**src/rtl/spart_tx_fifo.sv**
```systemverilog
// ============================================================================
// Module      : spart_tx_fifo
// Description : SPART transmit path. A DEPTH-entry byte FIFO feeding a
//               start/data/parity/stop serialiser paced by the BRGEN tick.
// Revision    : 1.0 - initial release
// ============================================================================
`default_nettype none

module spart_tx_fifo #(
  parameter int DATA_BITS     = 8,
  parameter int PARITY        = 0,
  parameter int STOP_BITS     = 1,
  parameter int TICKS_PER_BIT = 16,
  parameter int DEPTH         = 4
) (
  input  logic                         clk,
  input  logic                         rst,
  input  logic [DATA_BITS-1:0]         trans_buff,
  input  logic                         trans_load,
  input  logic                         BRGEN,
  input  logic                         clr_ovr,
  output logic                         TxD,
  output logic                         TBR,
  output logic                         tx_empty,
  output logic                         ovr,
  output logic [$clog2(DEPTH+1)-1:0]   fill
);

  localparam int AW = $clog2(DEPTH);
  localparam int FW = $clog2(DEPTH + 1);
  localparam int TW = (TICKS_PER_BIT > 1) ? $clog2(TICKS_PER_BIT) : 1;
  localparam int BW = $clog2(DATA_BITS);

  localparam logic [TW-1:0] TICK_LAST = TW'(TICKS_PER_BIT - 1);
  localparam logic [BW-1:0] DATA_LAST = BW'(DATA_BITS - 1);
  localparam logic [BW-1:0] STOP_LAST = BW'(STOP_BITS - 1);
  localparam logic [FW-1:0] FULL      = FW'(DEPTH);

  typedef enum logic [2:0] {
    S_IDLE   = 3'd0,
    S_START  = 3'd1,
    S_DATA   = 3'd2,
    S_PARITY = 3'd3,
    S_STOP   = 3'd4
  } state_t;

  state_t                state, state_nxt;
  logic [DATA_BITS-1:0]  mem [DEPTH];
  logic [AW-1:0]         wr_ptr, rd_ptr;
  logic [DATA_BITS-1:0]  shift;
  logic                  par_bit;
  logic [TW-1:0]         tick_cnt;
  logic [BW-1:0]         bit_cnt;
  logic                  pop, push, bit_end;

  // A write into a full FIFO still fits when the serialiser frees a slot this cycle.
  assign push     = trans_load & ((fill != FULL) | pop);
  assign bit_end  = BRGEN & (tick_cnt == TICK_LAST);
  assign TBR      = (fill != FULL);
  assign tx_empty = (fill == '0) & (state == S_IDLE);

  always_comb begin
    state_nxt = state;
    pop       = 1'b0;
    TxD       = 1'b1;
    case (state)
      S_IDLE: begin
        if (fill != '0) begin
          pop       = 1'b1;
          state_nxt = S_START;
        end
      end
      S_START: begin
        TxD = 1'b0;
        if (bit_end) state_nxt = S_DATA;
      end
      S_DATA: begin
        TxD = shift[0];
        if (bit_end && (bit_cnt == DATA_LAST))
          state_nxt = (PARITY != 0) ? S_PARITY : S_STOP;
      end
      S_PARITY: begin
        TxD = par_bit;
        if (bit_end) state_nxt = S_STOP;
      end
      S_STOP: begin
        // Chain straight into the next frame when data is waiting.
        if (bit_end && (bit_cnt == STOP_LAST)) begin
          if (fill != '0) begin
            pop       = 1'b1;
            state_nxt = S_START;
          end else begin
            state_nxt = S_IDLE;
          end
        end
      end
      default: state_nxt = S_IDLE;
    endcase
  end

  always_ff @(posedge clk) begin
    if (push) mem[wr_ptr] <= trans_buff;
  end

  always_ff @(posedge clk or negedge rst) begin
    if (!rst) begin
      wr_ptr <= '0;
      rd_ptr <= '0;
      fill   <= '0;
      ovr    <= 1'b0;
    end else begin
      if (push) wr_ptr <= wr_ptr + 1'b1;
      if (pop)  rd_ptr <= rd_ptr + 1'b1;
      case ({push, pop})
        2'b10:   fill <= fill + 1'b1;
        2'b01:   fill <= fill - 1'b1;
        default: fill <= fill;
      endcase
      if (trans_load && !push) ovr <= 1'b1;
      else if (clr_ovr)        ovr <= 1'b0;
    end
  end

  always_ff @(posedge clk or negedge rst) begin
    if (!rst) begin
      state    <= S_IDLE;
      shift    <= '0;
      par_bit  <= 1'b0;
      tick_cnt <= '0;
      bit_cnt  <= '0;
    end else begin
      state <= state_nxt;
      if (pop) begin
        shift    <= mem[rd_ptr];
        par_bit  <= (PARITY == 2) ? ~^mem[rd_ptr] : ^mem[rd_ptr];
        tick_cnt <= '0;
        bit_cnt  <= '0;
      end else if ((state != S_IDLE) && BRGEN) begin
        if (bit_end) begin
          tick_cnt <= '0;
          bit_cnt  <= (state_nxt != state) ? '0 : bit_cnt + 1'b1;
          if (state == S_DATA) shift <= shift >> 1;
        end else begin
          tick_cnt <= tick_cnt + 1'b1;
        end
      end
    end
  end

endmodule

`default_nettype wire
```
**config.mk**
```make
export PLATFORM = sky130hd
export DESIGN_NAME = spart_tx_fifo
export DESIGN_NICKNAME = d
export VERILOG_FILES = /design/src/rtl/spart_tx_fifo.sv
export SDC_FILE = /design/constraint.sdc
export NUM_CORES = 1
export LEC_CHECK = 0
export ABC_AREA = 0
export CAP_MARGIN = 0
export CORE_UTILIZATION = 39
export DETAILED_ROUTE_END_ITERATION = 6
export PLACE_DENSITY = 0.59
export SETUP_SLACK_MARGIN = 0.1
export SYNTH_ARGS = -nofsm -noshare
export SYNTH_HDL_FRONTEND = slang
export SYNTH_SLANG_ARGS = --single-unit
export TNS_END_PERCENT = 10
```
**constraint.sdc**
```tcl
create_clock -name clk -period 2.9 [get_ports clk]
set_clock_uncertainty 0.05 [all_clocks]
set_input_delay 0.435 -clock clk [delete_from_list [all_inputs] [get_ports clk]]
set_output_delay 0.435 -clock clk [all_outputs]
set_load 0.02 [all_outputs]
```
==> impl_metrics.env <==
export IMPL_vias=1524
export IMPL_clkSinkCount=59
export IMPL_required_ns=2.41
export IMPL_endpoint_kind="output port"
export IMPL_post_cts_setup_buffer_count=0
export IMPL_wl_met2_um=2000
export IMPL_p_leak_uw=0.00128
export IMPL_core_area_mm2=0.00649
export IMPL_syn_mean_instance_area_um2=13.8
export IMPL_detail_route_wl_per_cell_um=14.3
export IMPL_p_comb_share_pct=34.4
export IMPL_cts_root_buf="clkbuf_8"
export IMPL_min_period_ns=2.49
export IMPL_rows=29
export IMPL_wl_met3_um=150
export IMPL_stdcell_area_mm2=0.00319
export IMPL_crit_path_max_incr_delay_ns=0.66
export IMPL_crit_path_top_delay_cell="clkdlybuf4s50_1"
export IMPL_antenna_found_initial=0
export IMPL_multiInputGateArea_um2=951
export IMPL_synth_distinct_cells=38
export IMPL_maxCapViolCount=0
export IMPL_io_pins=20
export IMPL_start_util_pct=41.4
export IMPL_cts_buffer_depth=2
export IMPL_finalPower_uw=3250
export IMPL_worstPathArrival_ns=2.01
export IMPL_syn_inst=195
export IMPL_dieArea_mm2=0.00723
export IMPL_grt_pass1_wl_um=7380
export IMPL_synth_area_mm2=0.00269
export IMPL_holdBufCountCts=0
export IMPL_synth_area_top_cells="edfxtp_1 36%, dfrtp_1 25%, mux4_2 6.7%"
export IMPL_post_route_period_util_pct=86.0
export IMPL_clkTransAtPathRegs_ns=0.08
export IMPL_wl_met1_um=2140
export IMPL_vdd_ir_drop_max_mv=0.445
export IMPL_p_switching_uw=1120
export IMPL_synth_top_area_cell="edfxtp_1"
export IMPL_gp_congestion=0.782
export IMPL_fin_nets=248
export IMPL_rsz0062_at_grt="false"
export IMPL_top_layer="met4"
export IMPL_finalNonFillerCells=307
export IMPL_p_seq_share_pct=41.8
export IMPL_area_delta_synth_final_pct=18.6
export IMPL_antenna_cells=0
export IMPL_drv_slew=0
export IMPL_dr_first_iter_drc_count=58
export IMPL_final_hold_violation_count=0
export IMPL_path_buf_inv=1
export IMPL_grt_max_degree=28
export IMPL_cp_max_fo=4
export IMPL_setup_viol=0
export IMPL_dpl_cell_count=291
export IMPL_die_h_um=85.0
export IMPL_drive_above_1_share_pct=17.4
export IMPL_synth_top_area_share_pct=35.8
export IMPL_routed_wl_um=4380
export IMPL_crit_family="buffers and inverters"
export IMPL_p_clk_share_pct=23.8
export IMPL_antenna_left=0
export IMPL_hpwl_um=2930
export IMPL_hp_class="in -> async"
export IMPL_dieWidth_um=85.0
export IMPL_switching_share_pct=34.4
export IMPL_yosysWarnings=0
export IMPL_grt_total_usage_pct=13.8
export IMPL_dpl_cell_area_mm2=0.00298
export IMPL_cts_max_level=3
export IMPL_viasPerCell=4.96
export IMPL_syn_nets=218
export IMPL_clk_latency_ns=0.34
export IMPL_crit_type="reg -> out"
export IMPL_tns_ns=0
export IMPL_grt_ovfl_total=0
export IMPL_cts_buffers=9
export IMPL_outcome="complete, no violations"
export IMPL_yosysSeqAreaShare_pct=60.9
export IMPL_io_buffers=19
export IMPL_synth_seq_cells=59
export IMPL_drc_errors=0
export IMPL_grt_pass1_vias=1560
export IMPL_fmax_mhz=401
export IMPL_maxSlewHeadroom_pct=61.6
export IMPL_dr_pass1_iters=3
export IMPL_p_int_uw=2140
export IMPL_cts_resized=0
export IMPL_cp_start_kind="flip-flop"
export IMPL_worstPathCellList="or3_1, nor4_1, clkdlybuf4s50_1"
export IMPL_powerDensity_mw_per_mm2=1020
export IMPL_final_seq_area_mm2=0.00164
export IMPL_n_fill_cell=590
export IMPL_cts_tree="done"
export IMPL_worst_pin_slew_ns=0.577
export IMPL_whs_ns=0.420
metrics by stage:
stage,worst slack (ns),utilization (%)
global placement,0.147,45.9
global route,0.233,49.1
detailed placement,0.109,45.9
CTS,0.370,49.1
floorplan,0.375,-
finish,0.406,49.1
worst register-to-register path: stages, from the launching register on:
cell	delay [ns]
dfrtp_1	0.41
ha_1	0.24
nand4_2	0.10
o21ai_0	0.14
a21oi_1	0.27
nor2b_2	0.07
inv_1	0.06
ha_1	0.17
inv_1	0.06
fa_1	0.37
xor2_1	0.15
nor2_1	0.12
xor2_1	0.15
cells in the final DEF (no fill, tap or decap):
master | synthesis | routed
o31ai_4 | 1 | 1
buf_4 | 1 | 9
clkinv_4 | 0 | 1
inv_1 | 11 | 11
inv_6 | 0 | 4
nand2b_2 | 1 | 1
and2_1 | 4 | 4
edfxtp_1 | 32 | 32
mux2i_1 | 8 | 8
a22o_1 | 2 | 2
bufinv_16 | 0 | 1
o21ai_1 | 1 | 1
o32ai_1 | 1 | 1
xor2_1 | 3 | 3
dfrtp_1 | 27 | 27
mux2_2 | 2 | 2
mux4_2 | 8 | 8
nor2_1 | 13 | 13
clkbuf_8 | 0 | 9
a311o_1 | 1 | 1
o21bai_1 | 1 | 1
nor2b_1 | 1 | 1
nor4_1 | 1 | 1
xnor2_1 | 11 | 11
o31a_2 | 1 | 1
a211oi_1 | 2 | 2
nand2_1 | 15 | 15
nand2b_1 | 1 | 1
or4_1 | 1 | 1
nand3_1 | 2 | 2
fa_1 | 1 | 1
o21ai_0 | 11 | 11
ha_1 | 9 | 9
clkinvlp_4 | 0 | 1
a21oi_1 | 9 | 9
nor3b_1 | 2 | 2
clkdlybuf4s50_1 | 0 | 19
nand4_2 | 1 | 1
or3_1 | 1 | 1
nor2b_2 | 1 | 1
power by group through the flow:
stage	Clock [µW]	Combinational (µW)	Sequential (µW)
2_1_floorplan	0	914	1290
3_3_place_gp	0	1130	1380
3_5_place_dp	0	1140	1380
4_1_cts	796	1140	1370
5_1_grt	829	1260	1400
6_report	775	1120	1360
cell usage after synthesis:
master / count
a211oi_1: 2
a21oi_1: 9
a22o_1: 2
a311o_1: 1
and2_1: 4
buf_2: 4
buf_4: 1
buf_6: 2
clkbuf_1: 1
clkbuf_2: 1
dfrtp_1: 27
edfxtp_1: 32
fa_1: 1
ha_1: 9
inv_1: 11
mux2_2: 2
mux2i_1: 8
mux4_2: 8
nand2_1: 15
nand2b_1: 1
nand2b_2: 1
nand3_1: 2
nand4_2: 1
nor2_1: 13
nor2b_1: 1
nor2b_2: 1
nor3b_1: 2
nor4_1: 1
o21ai_0: 11
o21ai_1: 1
o21bai_1: 1
o31a_2: 1
o31ai_4: 1
o32ai_1: 1
or3_1: 1
or4_1: 1
xnor2_1: 11
xor2_1: 3
layer usage:
layer  vias to the layer above  global-route usage, %
li1                        761                      -
met1                       736                   17.2
met2                        20                   21.5
met3                         7                   4.96
met4                         0                   6.93
met5                         -                      0
area by class of cell:
class | count | share of cell area, %
inverter | 11 | 1.30
clock inverter | 7 | 2.55
timing repair buffer | 28 | 8.08
tap | 77 | 3.02
sequential | 59 | 51.3
clock buffer | 9 | 3.89
multi-input combinational | 116 | 29.8
registers in the layout, summed over array words and instances (netlist names):
name / cells
mem: 32
shift: 8
fill: 3
bit_cnt: 3
tick_cnt: 4
state: 3
ovr: 1
rd_ptr: 2
wr_ptr: 2
par_bit: 1
final timing paths:
kind                                         startpoint                      end  slack (ns)  cells past startpoint
worst min register to register  tick_cnt[3]$_DFFE_PN0P_  tick_cnt[3]$_DFFE_PN0P_        0.45                      1
max in group asynchronous                           rst     shift[2]$_DFFE_PN0P_        2.11                      2
worst max register to register  tick_cnt[0]$_DFFE_PN0P_      fill[2]$_DFFE_PN0P_        0.46                     12
worst max-delay path                fill[0]$_DFFE_PN0P_                 tx_empty        0.41                      3
min in group clk                tick_cnt[3]$_DFFE_PN0P_  tick_cnt[3]$_DFFE_PN0P_        0.45                      1
worst min-delay path                                rst  tick_cnt[1]$_DFFE_PN0P_        0.42                      2
cells by family after synthesis:
family,after synthesis,share of synthesized area (%)
AOI/OAI and AO/OA,30,7.26
xor gates and xnor gates,14,4.56
adders and majority gates,10,4.93
buffers and inverters,20,3.72
DFF,59,60.9
muxes,18,10.5
and+or+nand+nor,44,8.10
No activity file was read; power rests on OpenSTA's default activity.
